[config.mk]
export PLATFORM = sky130hd
export DESIGN_NAME = sipo_deserializer_flat
export DESIGN_NICKNAME = d
export VERILOG_FILES = /design/src/rtl/sipo_deserializer_pkg.sv /design/src/rtl/sipo_deserializer_if.sv /design/src/rtl/sipo_deserializer_bit_counter.sv /design/src/rtl/sipo_deserializer.sv /design/src/flat_wrapper.sv
export SDC_FILE = /design/constraint.sdc
export NUM_CORES = 1
export LEC_CHECK = 0
export ABC_CLOCK_PERIOD_IN_PS = 2400
export BUFFER_PORTS_ARGS = -buffer_cell sky130_fd_sc_hd__buf_2
export CORE_MARGIN = 2
export CORE_UTILIZATION = 55
export DETAILED_ROUTE_END_ITERATION = 6
export GPL_TIMING_DRIVEN = 0
export PLACE_DENSITY_LB_ADDON = 0.2
export SYNTH_ARGS = -nofsm -noshare
export SYNTH_HDL_FRONTEND = slang
export SYNTH_HIERARCHICAL = 1
export SYNTH_SLANG_ARGS = --single-unit
[constraint.sdc]
create_clock -name clk -period 2.4 [get_ports clk]
set_clock_uncertainty 0.1 [all_clocks]
set_input_delay 0 -clock clk [delete_from_list [all_inputs] [get_ports clk]]
set_output_delay 0 -clock clk [all_outputs]
set_load 0.05 [all_outputs]
[src/rtl/sipo_deserializer_pkg.sv]
// sipo_pkg: shared definitions for the serial-to-parallel receive path.
//   DATA_W_DEF / CNT_W_DEF : default word and bit-counter widths
//   state_t                : receiver FSM encoding (also driven on the debug port)
package sipo_pkg;

    localparam int DATA_W_DEF = 128;
    localparam int CNT_W_DEF  = 8;

    typedef enum logic [1:0] {
        IDLE    = 2'b00,
        RECEIVE = 2'b01,
        PARITY  = 2'b10,
        HOLD    = 2'b11
    } state_t;

endpackage

[src/rtl/sipo_deserializer_if.sv]
// sipo_deserializer_if: serial input side plus parallel output handshake of the
// deserializer, bundled so the receiver and its driver share one connection.
//   start, bit_en, serial_in : frame start, bit qualifier, MSB-first serial data
//   data_ready               : downstream accepts data_out
//   data_out, data_valid     : recovered word and its valid flag
//   busy, proto_err, parity_err : status
// Modports: master drives the serial side and ready; slave is the deserializer.
interface sipo_deserializer_if #(
    parameter int DATA_W = sipo_pkg::DATA_W_DEF
);
    logic              start;
    logic              bit_en;
    logic              serial_in;
    logic              data_ready;
    logic [DATA_W-1:0] data_out;
    logic              data_valid;
    logic              busy;
    logic              proto_err;
    logic              parity_err;

    modport master (
        output start, bit_en, serial_in, data_ready,
        input  data_out, data_valid, busy, proto_err, parity_err
    );

    modport slave (
        input  start, bit_en, serial_in, data_ready,
        output data_out, data_valid, busy, proto_err, parity_err
    );
endinterface

[src/rtl/sipo_deserializer_bit_counter.sv]
// sipo_bit_counter: clearable, enabled bit counter with a terminal-count flag.
//   clk, reset_n : clock, asynchronous active-low reset
//   clr          : synchronous clear (wins over en)
//   en           : count one sampled bit
//   tc           : count has reached TERM; the counter saturates there
module sipo_bit_counter #(
    parameter int CNT_W = 8,
    parameter int TERM  = 127
) (
    input  logic clk,
    input  logic reset_n,
    input  logic clr,
    input  logic en,
    output logic tc
);
    logic [CNT_W-1:0] count;

    always_ff @(posedge clk or negedge reset_n) begin
        if (!reset_n) begin
            count <= '0;
        end else if (clr) begin
            count <= '0;
        end else if (en && !tc) begin
            count <= count + CNT_W'(1);
        end
    end

    assign tc = (count == CNT_W'(TERM));
endmodule

[src/rtl/sipo_deserializer.sv]
// sipo_deserializer: samples an MSB-first serial stream and presents the
// assembled DATA_W-bit word on a valid/ready output.
//   clk, reset_n : rising-edge clock, asynchronous active-low reset
//   bus (slave)  : start/bit_en/serial_in in, data_out/data_valid/data_ready
//                  handshake, busy/proto_err/parity_err status
//   state_dbg    : current FSM state (sipo_pkg::state_t encoding)
// Build option PARITY_CHECK_EN: a trailing even-parity bit follows each word
// and parity_err reports a mismatch; without it parity_err is tied to 0.
//
// Handshake: data_valid rises in the cycle the FSM enters HOLD and stays high,
// with data_out stable, until a cycle where data_ready=1; the word is taken on
// that rising edge and data_valid drops the next cycle. data_ready is ignored
// while data_valid=0.
module sipo_deserializer
    import sipo_pkg::*;
#(
    parameter int DATA_W = DATA_W_DEF,
    parameter int CNT_W  = CNT_W_DEF
) (
    input  logic                clk,
    input  logic                reset_n,
    sipo_deserializer_if.slave  bus,
    output logic [1:0]          state_dbg
);
    state_t            state;
    logic [DATA_W-1:0] shreg;
    logic [DATA_W-1:0] data_q;
    logic              valid_q;
    logic              busy_q;
    logic              proto_q;
    logic              cnt_clr;
    logic              cnt_en;
    logic              cnt_tc;
`ifdef PARITY_CHECK_EN
    logic              parity_q;
`endif

    assign cnt_clr = (state == IDLE) && bus.start;
    assign cnt_en  = (state == RECEIVE) && bus.bit_en;

    sipo_bit_counter #(
        .CNT_W (CNT_W),
        .TERM  (DATA_W - 1)
    ) u_bit_counter (
        .clk     (clk),
        .reset_n (reset_n),
        .clr     (cnt_clr),
        .en      (cnt_en),
        .tc      (cnt_tc)
    );

    always_ff @(posedge clk or negedge reset_n) begin
        if (!reset_n) begin
            state    <= IDLE;
            shreg    <= '0;
            data_q   <= '0;
            valid_q  <= 1'b0;
            busy_q   <= 1'b0;
            proto_q  <= 1'b0;
`ifdef PARITY_CHECK_EN
            parity_q <= 1'b0;
`endif
        end else begin
            // A start outside IDLE never disturbs the frame; it only flags.
            if (bus.start && (state != IDLE)) begin
                proto_q <= 1'b1;
            end

            case (state)
                IDLE: begin
                    if (bus.start) begin
                        state    <= RECEIVE;
                        busy_q   <= 1'b1;
                        shreg    <= '0;
`ifdef PARITY_CHECK_EN
                        parity_q <= 1'b0;
`endif
                    end
                end

                RECEIVE: begin
                    if (bus.bit_en) begin
                        shreg <= {shreg[DATA_W-2:0], bus.serial_in};
                        if (cnt_tc) begin
`ifdef PARITY_CHECK_EN
                            state   <= PARITY;
`else
                            // Capture straight from the shift path so the
                            // word is ready in the first HOLD cycle.
                            state   <= HOLD;
                            data_q  <= {shreg[DATA_W-2:0], bus.serial_in};
                            valid_q <= 1'b1;
`endif
                        end
                    end
                end

`ifdef PARITY_CHECK_EN
                PARITY: begin
                    // The parity bit is checked but never shifted into the word.
                    if (bus.bit_en) begin
                        state    <= HOLD;
                        data_q   <= shreg;
                        valid_q  <= 1'b1;
                        parity_q <= ^{shreg, bus.serial_in};
                    end
                end
`endif

                HOLD: begin
                    if (bus.data_ready) begin
                        state   <= IDLE;
                        valid_q <= 1'b0;
                        busy_q  <= 1'b0;
                    end
                end

                default: begin
                    state   <= IDLE;
                    valid_q <= 1'b0;
                    busy_q  <= 1'b0;
                end
            endcase
        end
    end

    assign bus.data_out   = data_q;
    assign bus.data_valid = valid_q;
    assign bus.busy       = busy_q;
    assign bus.proto_err  = proto_q;
`ifdef PARITY_CHECK_EN
    assign bus.parity_err = parity_q;
`else
    assign bus.parity_err = 1'b0;
`endif
    assign state_dbg      = state;
endmodule

[src/flat_wrapper.sv]
// flat-port wrapper written by rule: the top's interface ports become plain ports
module sipo_deserializer_flat import sipo_pkg::*;
#(
    parameter int DATA_W = DATA_W_DEF,
    parameter int CNT_W  = CNT_W_DEF
)
  (clk, reset_n, state_dbg, bus_start, bus_bit_en, bus_serial_in, bus_data_ready, bus_data_out, bus_data_valid, bus_busy, bus_proto_err, bus_parity_err);
  sipo_deserializer_if #(.DATA_W(DATA_W)) bus_i ();
  input  logic clk;
  input  logic reset_n;
  output logic [1:0] state_dbg;
  input wire logic [$bits(bus_i.start)-1:0] bus_start;
  input wire logic [$bits(bus_i.bit_en)-1:0] bus_bit_en;
  input wire logic [$bits(bus_i.serial_in)-1:0] bus_serial_in;
  input wire logic [$bits(bus_i.data_ready)-1:0] bus_data_ready;
  output wire logic [$bits(bus_i.data_out)-1:0] bus_data_out;
  output wire logic [$bits(bus_i.data_valid)-1:0] bus_data_valid;
  output wire logic [$bits(bus_i.busy)-1:0] bus_busy;
  output wire logic [$bits(bus_i.proto_err)-1:0] bus_proto_err;
  output wire logic [$bits(bus_i.parity_err)-1:0] bus_parity_err;
  assign bus_i.start = bus_start;
  assign bus_i.bit_en = bus_bit_en;
  assign bus_i.serial_in = bus_serial_in;
  assign bus_i.data_ready = bus_data_ready;
  assign bus_data_out = bus_i.data_out;
  assign bus_data_valid = bus_i.data_valid;
  assign bus_busy = bus_i.busy;
  assign bus_proto_err = bus_i.proto_err;
  assign bus_parity_err = bus_i.parity_err;
  sipo_deserializer #(.DATA_W(DATA_W), .CNT_W(CNT_W)) u_core (.clk(clk), .reset_n(reset_n), .bus(bus_i), .state_dbg(state_dbg));
endmodule
==> PnR_summary.wiki <==
{| class="wikitable"
! Metric !! Value
|-
| Worst hold stages || 4
|-
| Tightest Hold Check Type || in -> reg
|-
| Clock Power Share || 0.440
|-
| Number of warnings reported in the yosys synthesis log || 6
|-
| Maximum capacitance violations || 0
|-
| Root buffer cell || clkbuf_16
|-
| Share of synthesized flip-flops with an asynchronous set or reset || 1.00
|-
| Initial DRC count || approximately 570
|-
| Area of the core || around 20000 um2
|-
| Post-synthesis simple-gate area fraction || 0.0998
|-
| Post-route worst hold slack || between 0.2 and 0.25 ns
|-
| Cell-internal power || 7.49 mW
|-
| Share of cells above drive strength 1 || 0.316
|-
| Sum of internal, switching and leakage power || 9.78 mW
|-
| Net switching power || 2.29 mW
|-
| Number of top-level design ports || 140
|-
| Compound-gate portion of the synthesized area || 0.109
|-
| Post-synthesis xor/xnor area fraction || 0
|-
| Initial antenna violation count || 0
|-
| Grt total ovfl || 0
|-
| Final critical-path share of the clock period || 0.923
|-
| Worst Setup Start Kind || flop
|-
| Count of flip-flops with a built-in enable after synthesis || 0
|-
| Number of I/O port buffers || approximately 140
|-
| Largest net degree at the start of global routing || roughly 120
|-
| Start-to-end type of the worst setup path || reg -> reg
|-
| Setup repair after global routing missed its margin || false
|-
| Number of flip-flops and latches in the synthesized netlist || around 270
|-
| Post-route minimum period || 2.22 ns
|-
| Number of buffers added for setup after CTS || 0
|-
| Wire length of the first global-routing pass || around 39000 um
|-
| Outcome || complete, no violations
|-
| Count of antenna-violating nets left after detailed routing || 0
|-
| Switching share of power || 0.234
|-
| DR pass1 iterations || 4
|-
| Area growth from synthesis to layout || 18.4%
|-
| Number of global-route vias before repair || around 7400
|-
| Most frequently used flop master after synthesis || dfrtp_1
|-
| Post-synthesis instance total || 911
|-
| Number of diodes || 0
|-
| Maximum fanout count along the critical path || 10
|-
| Flop pwr share || 0.500
|-
| Register area share after synthesis || 0.587
|-
| Largest vdd supply drop || 0.735 mV
|-
| Largest family of logic cells by synthesized area || multiplexers
|-
| Gpl congestion || 0.779
|-
| Required time at the endpoint of the critical path || approximately 2.7 ns
|-
| Overall track demand over capacity in global routing || 0.219
|-
| Setup violation total in the final timing report || 0
|-
| Worst reg2reg endpoint || u_core/u_bit_counter/count[3]
|-
| Ratio of routed vias to standard cells || 5.68
|-
| Cell type with the largest total area after synthesis || dfrtp_1
|-
| Total via count in the routed design || roughly 7800
|-
| Clock buffers created by TritonCTS || 28
|-
| Max Clk Rate || ~450 MHz
|-
| Endpoint of the worst hold path || u_core/shreg[0]
|-
| Layout net count || between 1000 and 1500
|-
| Final hold violations || 0
|-
| Hold Path Origin || bus_serial_in
|-
| Adder-cell area share of the yosys netlist || 0.00110
|-
| Syn_nets || just over 900
|-
| Worst-case reg-to-reg path depth || 7
|-
| Post-Route Setup TNS || 0 ns
|-
| Clock sink total || around 270
|-
| Synthesized area || ~11000 um2
|-
| Insertion delay of the later-clocked pin in the worst-skew pair || around 0.53 ns
|-
| Slew Viols, Final || 0
|-
| Worst-case clock buffer depth || 3
|-
| P per Cell Area || 723 nW/um2
|-
| Area share of the leading cell type in the synthesized netlist || 0.587
|-
| Worst rel slew slack || 0.598
|-
| Clock transition at the registers of the reported paths || about 0.060 ns
|-
| Average cell area after synthesis || 12.5 um2
|-
| Initial standard-cell utilization of the core || 0.563
|-
| Top post-synthesis cells by count || dfrtp_1, nand2_1, a32oi_1
|-
| Pin slew with the least headroom to its limit || 0.603 ns
|-
| Most area-consuming cells after synthesis || dfrtp_1, mux2_4, a32oi_1, nand2_1, mux2_2
|-
| Worst Path Arrival || 2.53 ns
|-
| Static power due to leakage || ~7.5 nW
|-
| Library cell with the highest instance count after synthesis || dfrtp_1
|-
| Reg-to-reg setup timing slack || about 0.18 ns
|-
| Yosys cell types || 37
|-
| Startpoint of the worst-slack reg-to-reg timing path || u_core/state_dbg[1]
|-
| Horizontal die dimension || about 150 um
|-
| Combinational share of power || 0.060
|-
| Share of synthesized area spent on multiplexers || 0.164
|-
| Placed wire-length estimate after detailed placement || roughly 15000 um
|-
| CTS tree || built
|-
| Type of destination of the critical path || flop
|-
| Die Ht || 148 um
|-
| Number of remaining DRC errors || 0
|-
| Post-detailed-route wirelength per cell || 17.2 um
|-
| DRT Wirelength || around 24000 um
|-
| Count of H-tree levels built during CTS || 1
|-
| Std cell rows || 52
|-
| Die outline area || between 20000 and 25000 um2
|}
==> cell families (layout without fill, tap and decap cells) <==
logic type               count (synthesis)  count (layout)
AO/OA/AOI/OAI                          147             147
flip-flops                             268             268
buffers and inverters                   76             274
multiplexers                           131             131
AND/OR/NAND/NOR                        287             287
other                                    1               1
adder cells (fa/ha/maj)                  1               1
==> layout make-up <==
cell class	count	area, um2
Clock inverter	9	78.8
Inverter	3	11.3
Fill cell	1530	6780
Timing Repair Buffer	147	826
Buffer	72	438
Tap cell	270	338
Clock buffer	43	858
Sequential cell	268	6710
Multi-Input combinational cell	567	4270
==> per-stage QoR <==
stage / setup WS, ns / util / std cells / instance area [um2]
2_1_floorplan: 0.106 / - / 911 / 11400
3_3_place_gp: -3.62 / 0.613 / 1319 / 12500
3_5_place_dp: 0.145 / 0.617 / 1321 / 12500
4_1_cts: 0.124 / 0.666 / 1380 / 13500
5_1_grt: 0.00113 / 0.666 / 1379 / 13500
6_report: 0.184 / 0.666 / 1379 / 13500
==> worst max path at each step <==
| stage | start | endpoint | cells past startpoint |
|---|---|---|---|
| finish | u_core/state_dbg[1] | u_core/u_bit_counter/count[3] | 7 |
| global route | u_core/state_dbg[1] | u_core/u_bit_counter/count[3] | 7 |
| CTS | u_core/state_dbg[0] | u_core/u_bit_counter/count[3] | 7 |
| detailed placement | u_core/state_dbg[0] | u_core/u_bit_counter/count[3] | 7 |
| global placement | reset_n | u_core/bus.data_out[49] | 1 |
| floorplan | u_core/state_dbg[0] | u_core/u_bit_counter/count[7] | 7 |
==> state kept, by name (all words and copies together) (netlist names) <==
signal	count
u_core/bus.proto_err	1
u_core/u_bit_counter/count	8
u_core/bus.data_valid	1
u_core/shreg	127
u_core/bus.busy	1
u_core/bus.data_out	128
u_core/state_dbg	2
==> metal layers <==
layer  global-route usage  wire length [um]  vias up
met5                    0                 0        -
met4               0.0490               446        0
met3               0.0377              1100       33
met2                0.341             11100      185
met1                0.327             11000     3973
li1                     -                 -     3642
==> power groups by stage <==
stage                     clock (mW)  combinational (mW)  sequential [mW]
after floorplan                    0               0.374             4.92
after detailed placement           0               0.578             4.96
after global routing            4.60               0.665             4.92
final                           4.30               0.584             4.89
after CTS                       4.40               0.589             4.89
after global placement             0               0.546             4.96
==> cell usage in the layout, fill, tap and decap left out, types with 3 or more instances in the layout <==
cell type        n
buf_1            8
buf_8           12
clkbuf_8         8
o21ai_0          4
mux2_2          24
nor3_1           4
a32oi_1        117
and3_1           3
clkbuf_16       29
a21oi_1          8
dfrtp_1        268
inv_1            3
mux2_4         105
nor2_1           4
o221ai_1         9
clkbuf_1        38
dlygate4sd3_1    7
nor2b_1          6
clkinv_2         5
buf_2          153
nand2_1        262
==> critical path, cell delays in order (launching register included) <==
cell and delay [ns]:
dfrtp_1 0.44, inv_1 0.16, nand2_1 0.10, clkbuf_1 0.26, nor2_1 0.26, nand4_1 0.23, a21oi_1 0.21, mux2_1 0.34
==> timing repair <==
item,in CTS,in global routing
hold endpoints to repair,281,0
resized for setup,0,2
endpoints found under the setup margin,0,3
hold buffers,7,0
(Power assumes the default switching activity.)
